--- src/rtl/stage_pkg.sv ---
// Shared constants for stage1_multi: FSM states, step indices, the leg angle
// list, and the fixed-point coefficient helpers that turn the geometry
// parameters into the OFFSET constant and the KC/KS tables.
package stage_pkg;

  typedef enum logic [1:0] {
    ST_IDLE = 2'd0,
    ST_MUL  = 2'd1,
    ST_DONE = 2'd2
  } state_e;

  // Steps 0..5 issue products; step 6 only drains the multiplier register.
  localparam logic [2:0] STEP_LAST  = 3'd5;
  localparam logic [2:0] STEP_DRAIN = 3'd6;

  localparam int NUM_BETA = 6;

  // Leg angle list in degrees: {90, 90, 330, 330, 210, 210}.
  function automatic int beta_deg(int i);
    int d;
    case (i % NUM_BETA)
      0, 1:    d = 90;
      2, 3:    d = 330;
      default: d = 210;
    endcase
    return d;
  endfunction

  // Integer square root, floor.
  function automatic longint isqrt(longint x);
    longint r;
    longint t;
    r = 0;
    for (int b = 30; b >= 0; b--) begin
      t = r | (longint'(1) << b);
      if (t * t <= x) r = t;
    end
    return r;
  endfunction

  // Square root rounded to nearest.
  function automatic longint round_sqrt(longint x);
    longint r;
    r = isqrt(x);
    if (x - r * r > r) r = r + 1;
    return r;
  endfunction

  function automatic int offset(int s_len, int a_rad);
    return s_len * s_len - a_rad * a_rad;
  endfunction

  // round(2a*cos(beta)*2^frac); cos(+-30deg) = sqrt(3)/2 so the magnitude is
  // sqrt(3 * a^2 * 4^frac), which keeps this exact without real arithmetic.
  function automatic int kc_coef(int id, int a_rad, int frac);
    longint rt3;
    int     k;
    rt3 = round_sqrt(longint'(3) * a_rad * a_rad * (longint'(1) << (2 * frac)));
    case (beta_deg(id))
      330:     k = int'(rt3);
      210:     k = -int'(rt3);
      default: k = 0;
    endcase
    return k;
  endfunction

  // round(2a*sin(beta)*2^frac); sin is +1 or -1/2 for the listed angles.
  function automatic int ks_coef(int id, int a_rad, int frac);
    int k;
    case (beta_deg(id))
      90:       k = 2 * a_rad * (1 << frac);
      330, 210: k = -(a_rad * (1 << frac));
      default:  k = 0;
    endcase
    return k;
  endfunction

endpackage

--- src/rtl/stage1_multi_if.sv ---
// Input-vector / result handshake bundle for stage1_multi.
interface stage1_multi_if #(
  parameter int LW  = 9,
  parameter int IDW = 3
);
  logic                   in_valid;
  logic                   in_ready;
  logic [IDW-1:0]         leg_id;
  logic signed [LW-1:0]   lx;
  logic signed [LW-1:0]   ly;
  logic [LW-2:0]          lz;
  logic                   out_valid;
  logic                   out_ready;
  logic signed [2*LW:0]   L;
  logic [LW+4:0]          M;
  logic signed [LW+6:0]   N;
  logic [IDW-1:0]         out_leg;
  logic                   err;

  modport slave (
    input  in_valid, leg_id, lx, ly, lz, out_ready,
    output in_ready, out_valid, L, M, N, out_leg, err
  );

  modport master (
    output in_valid, leg_id, lx, ly, lz, out_ready,
    input  in_ready, out_valid, L, M, N, out_leg, err
  );
endinterface

--- src/rtl/stage1_multi_shared_mul.sv ---
// Registered signed multiplier with clock enable, one cycle of latency.
module shared_mul #(
  parameter int AW = 10,
  parameter int BW = 16
) (
  input  logic                    clock,
  input  logic                    rst,
  input  logic                    i_ce,
  input  logic signed [AW-1:0]    i_a,
  input  logic signed [BW-1:0]    i_b,
  output logic signed [AW+BW-1:0] o_p
);

  // Product register, updated only while a step is being issued.
  always_ff @(posedge clock or posedge rst) begin
    if (rst)       o_p <= '0;
    else if (i_ce) o_p <= (AW+BW)'(i_a) * (AW+BW)'(i_b);
  end

endmodule

--- src/rtl/stage1_multi.sv ---
// First stage of the leg-length solver: from one leg vector it computes
// L = |l|^2 - OFFSET, M = 2a*lz and N = (KC*lx + KS*ly) >>> FRAC using a
// single shared multiplier stepped through six products.
module stage1_multi
  import stage_pkg::*;
#(
  parameter int LW       = 9,
  parameter int NUM_LEGS = 6,
  parameter int A_RAD    = 25,
  parameter int S_LEN    = 120,
  parameter int FRAC     = 8
) (
  input  logic          clock,
  input  logic          rst,
  stage1_multi_if.slave bus
);

  localparam int IDW    = (NUM_LEGS > 1) ? $clog2(NUM_LEGS) : 1;
  localparam int AW     = LW + 1;
  localparam int BW     = FRAC + 8;
  localparam int PW     = AW + BW;
  localparam int LAW    = 2 * LW + 2;
  localparam int NAW    = (PW > 2 * LW + 8) ? PW : 2 * LW + 8;
  localparam int MW     = LW + 5;
  localparam int LOW    = 2 * LW + 1;
  localparam int NOW    = LW + 7;
  localparam int OFFSET = offset(S_LEN, A_RAD);

  state_e                r_state;
  logic [2:0]            r_step;
  logic signed [LW-1:0]  r_lx, r_ly;
  logic [LW-2:0]         r_lz;
  logic [IDW-1:0]        r_id;
  logic signed [LAW-1:0] r_lacc;
  logic [MW-1:0]         r_macc;
  logic signed [NAW-1:0] r_nacc;
  logic signed [LOW-1:0] r_L;
  logic [MW-1:0]         r_M;
  logic signed [NOW-1:0] r_N;
  logic [IDW-1:0]        r_out_leg;
  logic                  r_err;
  logic                  r_out_valid;

  logic                  w_in_ready, w_accept, w_ce, w_id_bad;
  logic signed [AW-1:0]  w_a, w_lz_a;
  logic signed [BW-1:0]  w_b, w_lz_b, w_kc, w_ks;
  logic signed [PW-1:0]  w_p;
  logic signed [NAW-1:0] w_nsum;

  // Per-leg coefficients resolved at elaboration.
  logic signed [BW-1:0]  w_kc_tab [NUM_LEGS];
  logic signed [BW-1:0]  w_ks_tab [NUM_LEGS];

  for (genvar g = 0; g < NUM_LEGS; g++) begin : g_coef
    assign w_kc_tab[g] = BW'(kc_coef(g, A_RAD, FRAC));
    assign w_ks_tab[g] = BW'(ks_coef(g, A_RAD, FRAC));
  end

  // Coefficient lookup; an unknown leg id gets zero coefficients and flags err.
  always_comb begin
    w_kc     = '0;
    w_ks     = '0;
    w_id_bad = 1'b1;
    for (int i = 0; i < NUM_LEGS; i++) begin
      if (r_id == IDW'(i)) begin
        w_kc     = w_kc_tab[i];
        w_ks     = w_ks_tab[i];
        w_id_bad = 1'b0;
      end
    end
  end

  assign w_lz_a = AW'($signed({1'b0, r_lz}));
  assign w_lz_b = BW'($signed({1'b0, r_lz}));

  // Operand select for the shared multiplier, one product per step.
  always_comb begin
    w_a = '0;
    w_b = '0;
    case (r_step)
      3'd0:    begin w_a = AW'(r_lx); w_b = BW'(r_lx);      end
      3'd1:    begin w_a = AW'(r_ly); w_b = BW'(r_ly);      end
      3'd2:    begin w_a = w_lz_a;    w_b = w_lz_b;         end
      3'd3:    begin w_a = w_lz_a;    w_b = BW'(2 * A_RAD); end
      3'd4:    begin w_a = AW'(r_lx); w_b = w_kc;           end
      3'd5:    begin w_a = AW'(r_ly); w_b = w_ks;           end
      default: ;
    endcase
  end

  assign w_ce = (r_state == ST_MUL) && (r_step <= STEP_LAST);

  shared_mul #(.AW(AW), .BW(BW)) u_mul (
    .clock (clock),
    .rst   (rst),
    .i_ce  (w_ce),
    .i_a   (w_a),
    .i_b   (w_b),
    .o_p   (w_p)
  );

  // A held result may be replaced in the same cycle it is consumed.
  assign w_in_ready = (r_state == ST_IDLE) || ((r_state == ST_DONE) && bus.out_ready);
  assign w_accept   = bus.in_valid && w_in_ready;
  assign w_nsum     = r_nacc + NAW'(w_p);

  // Control FSM: the product landing at step s belongs to step s-1.
  always_ff @(posedge clock or posedge rst) begin
    if (rst) begin
      r_state     <= ST_IDLE;
      r_step      <= '0;
      r_lx        <= '0;
      r_ly        <= '0;
      r_lz        <= '0;
      r_id        <= '0;
      r_lacc      <= '0;
      r_macc      <= '0;
      r_nacc      <= '0;
      r_L         <= '0;
      r_M         <= '0;
      r_N         <= '0;
      r_out_leg   <= '0;
      r_err       <= 1'b0;
      r_out_valid <= 1'b0;
    end else if (w_accept) begin
      r_lx        <= bus.lx;
      r_ly        <= bus.ly;
      r_lz        <= bus.lz;
      r_id        <= bus.leg_id;
      r_lacc      <= '0;
      r_macc      <= '0;
      r_nacc      <= '0;
      r_step      <= '0;
      r_out_valid <= 1'b0;
      r_state     <= ST_MUL;
    end else begin
      case (r_state)
        ST_MUL: begin
          case (r_step)
            3'd1, 3'd2, 3'd3: r_lacc <= r_lacc + LAW'(w_p);
            3'd4:             r_macc <= MW'(w_p);
            3'd5:             r_nacc <= w_nsum;
            default: ;
          endcase
          if (r_step == STEP_DRAIN) begin
            r_L         <= LOW'(r_lacc - LAW'(OFFSET));
            r_M         <= r_macc;
            r_N         <= NOW'(w_nsum >>> FRAC);
            r_out_leg   <= r_id;
            r_err       <= w_id_bad;
            r_out_valid <= 1'b1;
            r_state     <= ST_DONE;
          end else begin
            r_step <= r_step + 3'd1;
          end
        end
        ST_DONE: begin
          if (bus.out_ready) begin
            r_out_valid <= 1'b0;
            r_state     <= ST_IDLE;
          end
        end
        default: ;
      endcase
    end
  end

  assign bus.in_ready  = w_in_ready;
  assign bus.out_valid = r_out_valid;
  assign bus.L         = r_L;
  assign bus.M         = r_M;
  assign bus.N         = r_N;
  assign bus.out_leg   = r_out_leg;
  assign bus.err       = r_err;

endmodule

--- src/flat_wrapper.sv ---
// flat-port wrapper written by rule: the top's interface ports become plain ports
module stage1_multi_flat import stage_pkg::*;
#(
  parameter int LW       = 9,
  parameter int NUM_LEGS = 6,
  parameter int A_RAD    = 25,
  parameter int S_LEN    = 120,
  parameter int FRAC     = 8
)
  (clock, rst, bus_in_valid, bus_leg_id, bus_lx, bus_ly, bus_lz, bus_out_ready, bus_in_ready, bus_out_valid, bus_L, bus_M, bus_N, bus_out_leg, bus_err);
  stage1_multi_if #(.LW(LW)) bus_i ();
  input  logic clock;
  input  logic rst;
  input wire logic [$bits(bus_i.in_valid)-1:0] bus_in_valid;
  input wire logic [$bits(bus_i.leg_id)-1:0] bus_leg_id;
  input wire logic [$bits(bus_i.lx)-1:0] bus_lx;
  input wire logic [$bits(bus_i.ly)-1:0] bus_ly;
  input wire logic [$bits(bus_i.lz)-1:0] bus_lz;
  input wire logic [$bits(bus_i.out_ready)-1:0] bus_out_ready;
  output wire logic [$bits(bus_i.in_ready)-1:0] bus_in_ready;
  output wire logic [$bits(bus_i.out_valid)-1:0] bus_out_valid;
  output wire logic [$bits(bus_i.L)-1:0] bus_L;
  output wire logic [$bits(bus_i.M)-1:0] bus_M;
  output wire logic [$bits(bus_i.N)-1:0] bus_N;
  output wire logic [$bits(bus_i.out_leg)-1:0] bus_out_leg;
  output wire logic [$bits(bus_i.err)-1:0] bus_err;
  assign bus_i.in_valid = bus_in_valid;
  assign bus_i.leg_id = bus_leg_id;
  assign bus_i.lx = bus_lx;
  assign bus_i.ly = bus_ly;
  assign bus_i.lz = bus_lz;
  assign bus_i.out_ready = bus_out_ready;
  assign bus_in_ready = bus_i.in_ready;
  assign bus_out_valid = bus_i.out_valid;
  assign bus_L = bus_i.L;
  assign bus_M = bus_i.M;
  assign bus_N = bus_i.N;
  assign bus_out_leg = bus_i.out_leg;
  assign bus_err = bus_i.err;
  stage1_multi #(.LW(LW), .NUM_LEGS(NUM_LEGS), .A_RAD(A_RAD), .S_LEN(S_LEN), .FRAC(FRAC)) u_core (.clock(clock), .rst(rst), .bus(bus_i));
endmodule
--- config.mk ---
export PLATFORM = sky130hd
export DESIGN_NAME = stage1_multi_flat
export DESIGN_NICKNAME = d
export VERILOG_FILES = /design/src/rtl/stage_pkg.sv /design/src/rtl/stage1_multi_if.sv /design/src/rtl/stage1_multi_shared_mul.sv /design/src/rtl/stage1_multi.sv /design/src/flat_wrapper.sv
export SDC_FILE = /design/constraint.sdc
export NUM_CORES = 1
export LEC_CHECK = 0
export ABC_AREA = 1
export CAP_MARGIN = 20
export CORE_MARGIN = 2
export CORE_UTILIZATION = 30
export DETAILED_ROUTE_END_ITERATION = 8
export GPL_ROUTABILITY_DRIVEN = 0
export PLACE_DENSITY = 0.46
export SYNTH_ARGS = -nofsm -noshare
export SYNTH_HDL_FRONTEND = slang
export SYNTH_HIERARCHICAL = 1
export SYNTH_SLANG_ARGS = --single-unit
--- constraint.sdc ---
create_clock -name clock -period 7 [get_ports clock]
set_input_delay 1.4 -clock clock [delete_from_list [all_inputs] [get_ports clock]]
set_output_delay 1.4 -clock clock [all_outputs]
set_load 0.01 [all_outputs]
==> impl_metrics.ini <==
[layout]
final_cell_mix = 747 x nand2_1, 439 x inv_1, 168 x dfrtp_1, 137 x fa_1, 135 x nand3_1
area_growth_pct = 14.01
final_common_cell = nand2_1
stdcell_count = 2992
fin_nets = 2568
diodes = 0
design_area_um2 = 18390
drive_gt1_share_pct = 5.165
fin_util_pct = 34.78

[place]
hpwlAfterDp_um = 35250
placed_area_um2 = 17740
port-buffer-count = 87
place_inst = 2959

[power_and_ir_drop]
ir_worst_vdd_v = 0.0001728
cellLeakagePower_uw = 0.01022
p_total_uw = 2016
p_per_area_nw_per_um2 = 109.7

[grt]
grt_overflow = 0
grtUsageTotal_pct = 16.77
grt_max_degree = 91
first_global_vias = 14260
antenna_found_initial = 0
grt_pass1_wl_um = 74640

[floorplan]
dieArea_um2 = 55620
die_w_um = 235.8
io_pins = 88
core_um2 = 52870
die_h_um = 235.8
initial_utilization_pct = 30.50
fp-row-count = 84

[clock_tree]
clk_path_buf_depth = 2
cts.clk_slew.worst_paths_ps = 70
hold_buffers = 0
tritoncts = built
cts-root-buf = clkbuf_16
cts.sinks = 168
htree_levels = 4
cts_buffers = 17
clk_latency_ps = 450

[sta]
rsz0062_at_grt = false
period_needed_ps = 6479
hold_viol = 0
report.final.slew_viol_count = 0
tns_ps = 0
tightest_slew_ps = 1133
relSlewSlack_pct = 24.34
period_share_pct = 92.56
setup_viol = 0
fmax_ghz = 0.1543
fin_worst_skew_ps = 15.06

[routing]
drc = 0
vias = 13700
ant_nets = 0
wirelength_um = 44970
drt_iter0_markers = 823
firstDrtPassIters = 5
via_per_inst = 4.578
wire_per_inst_um = 15.03

[critical_path]
required_ps = 7350
r2r_slack_ps = 520
crit_type = flop to flop
arrival_ps = 6830
endpoint_kind = flop
start_kind = flop
cp_max_fo = 10

[synthesis]
syn-mean-instance-area_um2 = 7.241
syn_area_um2 = 16130
synth_warnings = 6
syn_inst = 2227
syn_nets = 2503

[min_path]
hp-class = flop to flop

[outcome]
status = completed

[flow_run]
cap_violations = 0
## what timing repair did
action / 4_1_cts / 5_1_grt
buffers inserted: 0 / 0
resized for setup: 0 / 1
setup endpoints to repair: 0 / 1
## power breakdown
group | switching, µW | internal (µW) | total [µW] | leakage [µW]
clock | 425 | 581 | 1010 | 0.000295
sequential | 0 | 970 | 970 | 0.00191
combinational | 22.5 | 17.5 | 40.0 | 0.00801
total | 447 | 1570 | 2020 | 0.0102
## state kept, by name, indices dropped and copies added, names as in the netlist
signal	cells
u_core/r_macc	14
u_core/r_step	3
u_core/r_lacc	19
u_core/bus.err	1
u_core/u_mul/o_p	24
u_core/r_lz	8
u_core/r_state	2
u_core/bus.N	16
u_core/r_ly	9
u_core/r_nacc	24
u_core/bus.out_leg	3
u_core/r_id	3
u_core/bus.M	14
u_core/bus.L	19
u_core/r_lx	9
## critical path: stages, from the launching register on
cell and delay [ps]:
dfrtp_1 400, inv_1 140, ha_1 200, clkinv_1 270, o22ai_1 210, inv_1 80, o221ai_1 830, nand2_1 110
inv_1 110, fa_1 450, fa_1 520, fa_1 530, fa_1 560, inv_1 60, fa_1 530, inv_1 40
ha_1 390, nand2_1 150, nor2_2 180, inv_2 50, nor2_2 140, nand4_1 150, nand3_1 110, nand2_1 50
nand3_1 60, nand2_1 50
## per-layer routing
layer  vias up  track usage, %  part of all wire, %
li1       6895               -                    -
met1      6546           21.66                   46
met2       214           29.58                   49
met3        42           2.329                  3.0
met4         0           3.841                  1.6
met5         -               0                    0
## layout make-up
class,count,area (µm²)
well taps,688,860.8
clock inverters,10,145.1
fillers,5716,34480
repair buffers,113,1090
flip-flops and latches,168,4204
inverters,460,1744
multi-input cells,1532,9881
clock buffers,21,460.4
## final timing paths
kind / start / to / depth (start not counted)
min in group asynchronous: rst / u_core/u_mul/o_p[19] / 2
max: u_core/r_step[0] / u_core/u_mul/o_p[20] / 25
max in group asynchronous: rst / u_core/r_lz[1] / 3
min reg2reg: u_core/bus.N[5] / u_core/bus.N[5] / 2
max reg2reg: u_core/r_step[0] / u_core/u_mul/o_p[20] / 25
min: u_core/bus.N[5] / u_core/bus.N[5] / 2
## through the flow
stage,hold WS (ps),setup slack (ps)
finish,478.0,520.6
detailed placement,465.7,502.5
floorplan,453.1,1356
CTS,484.0,486.9
global placement,463.8,610.4
global route,499.3,31.05
No activity file was read; power rests on OpenSTA's default activity.
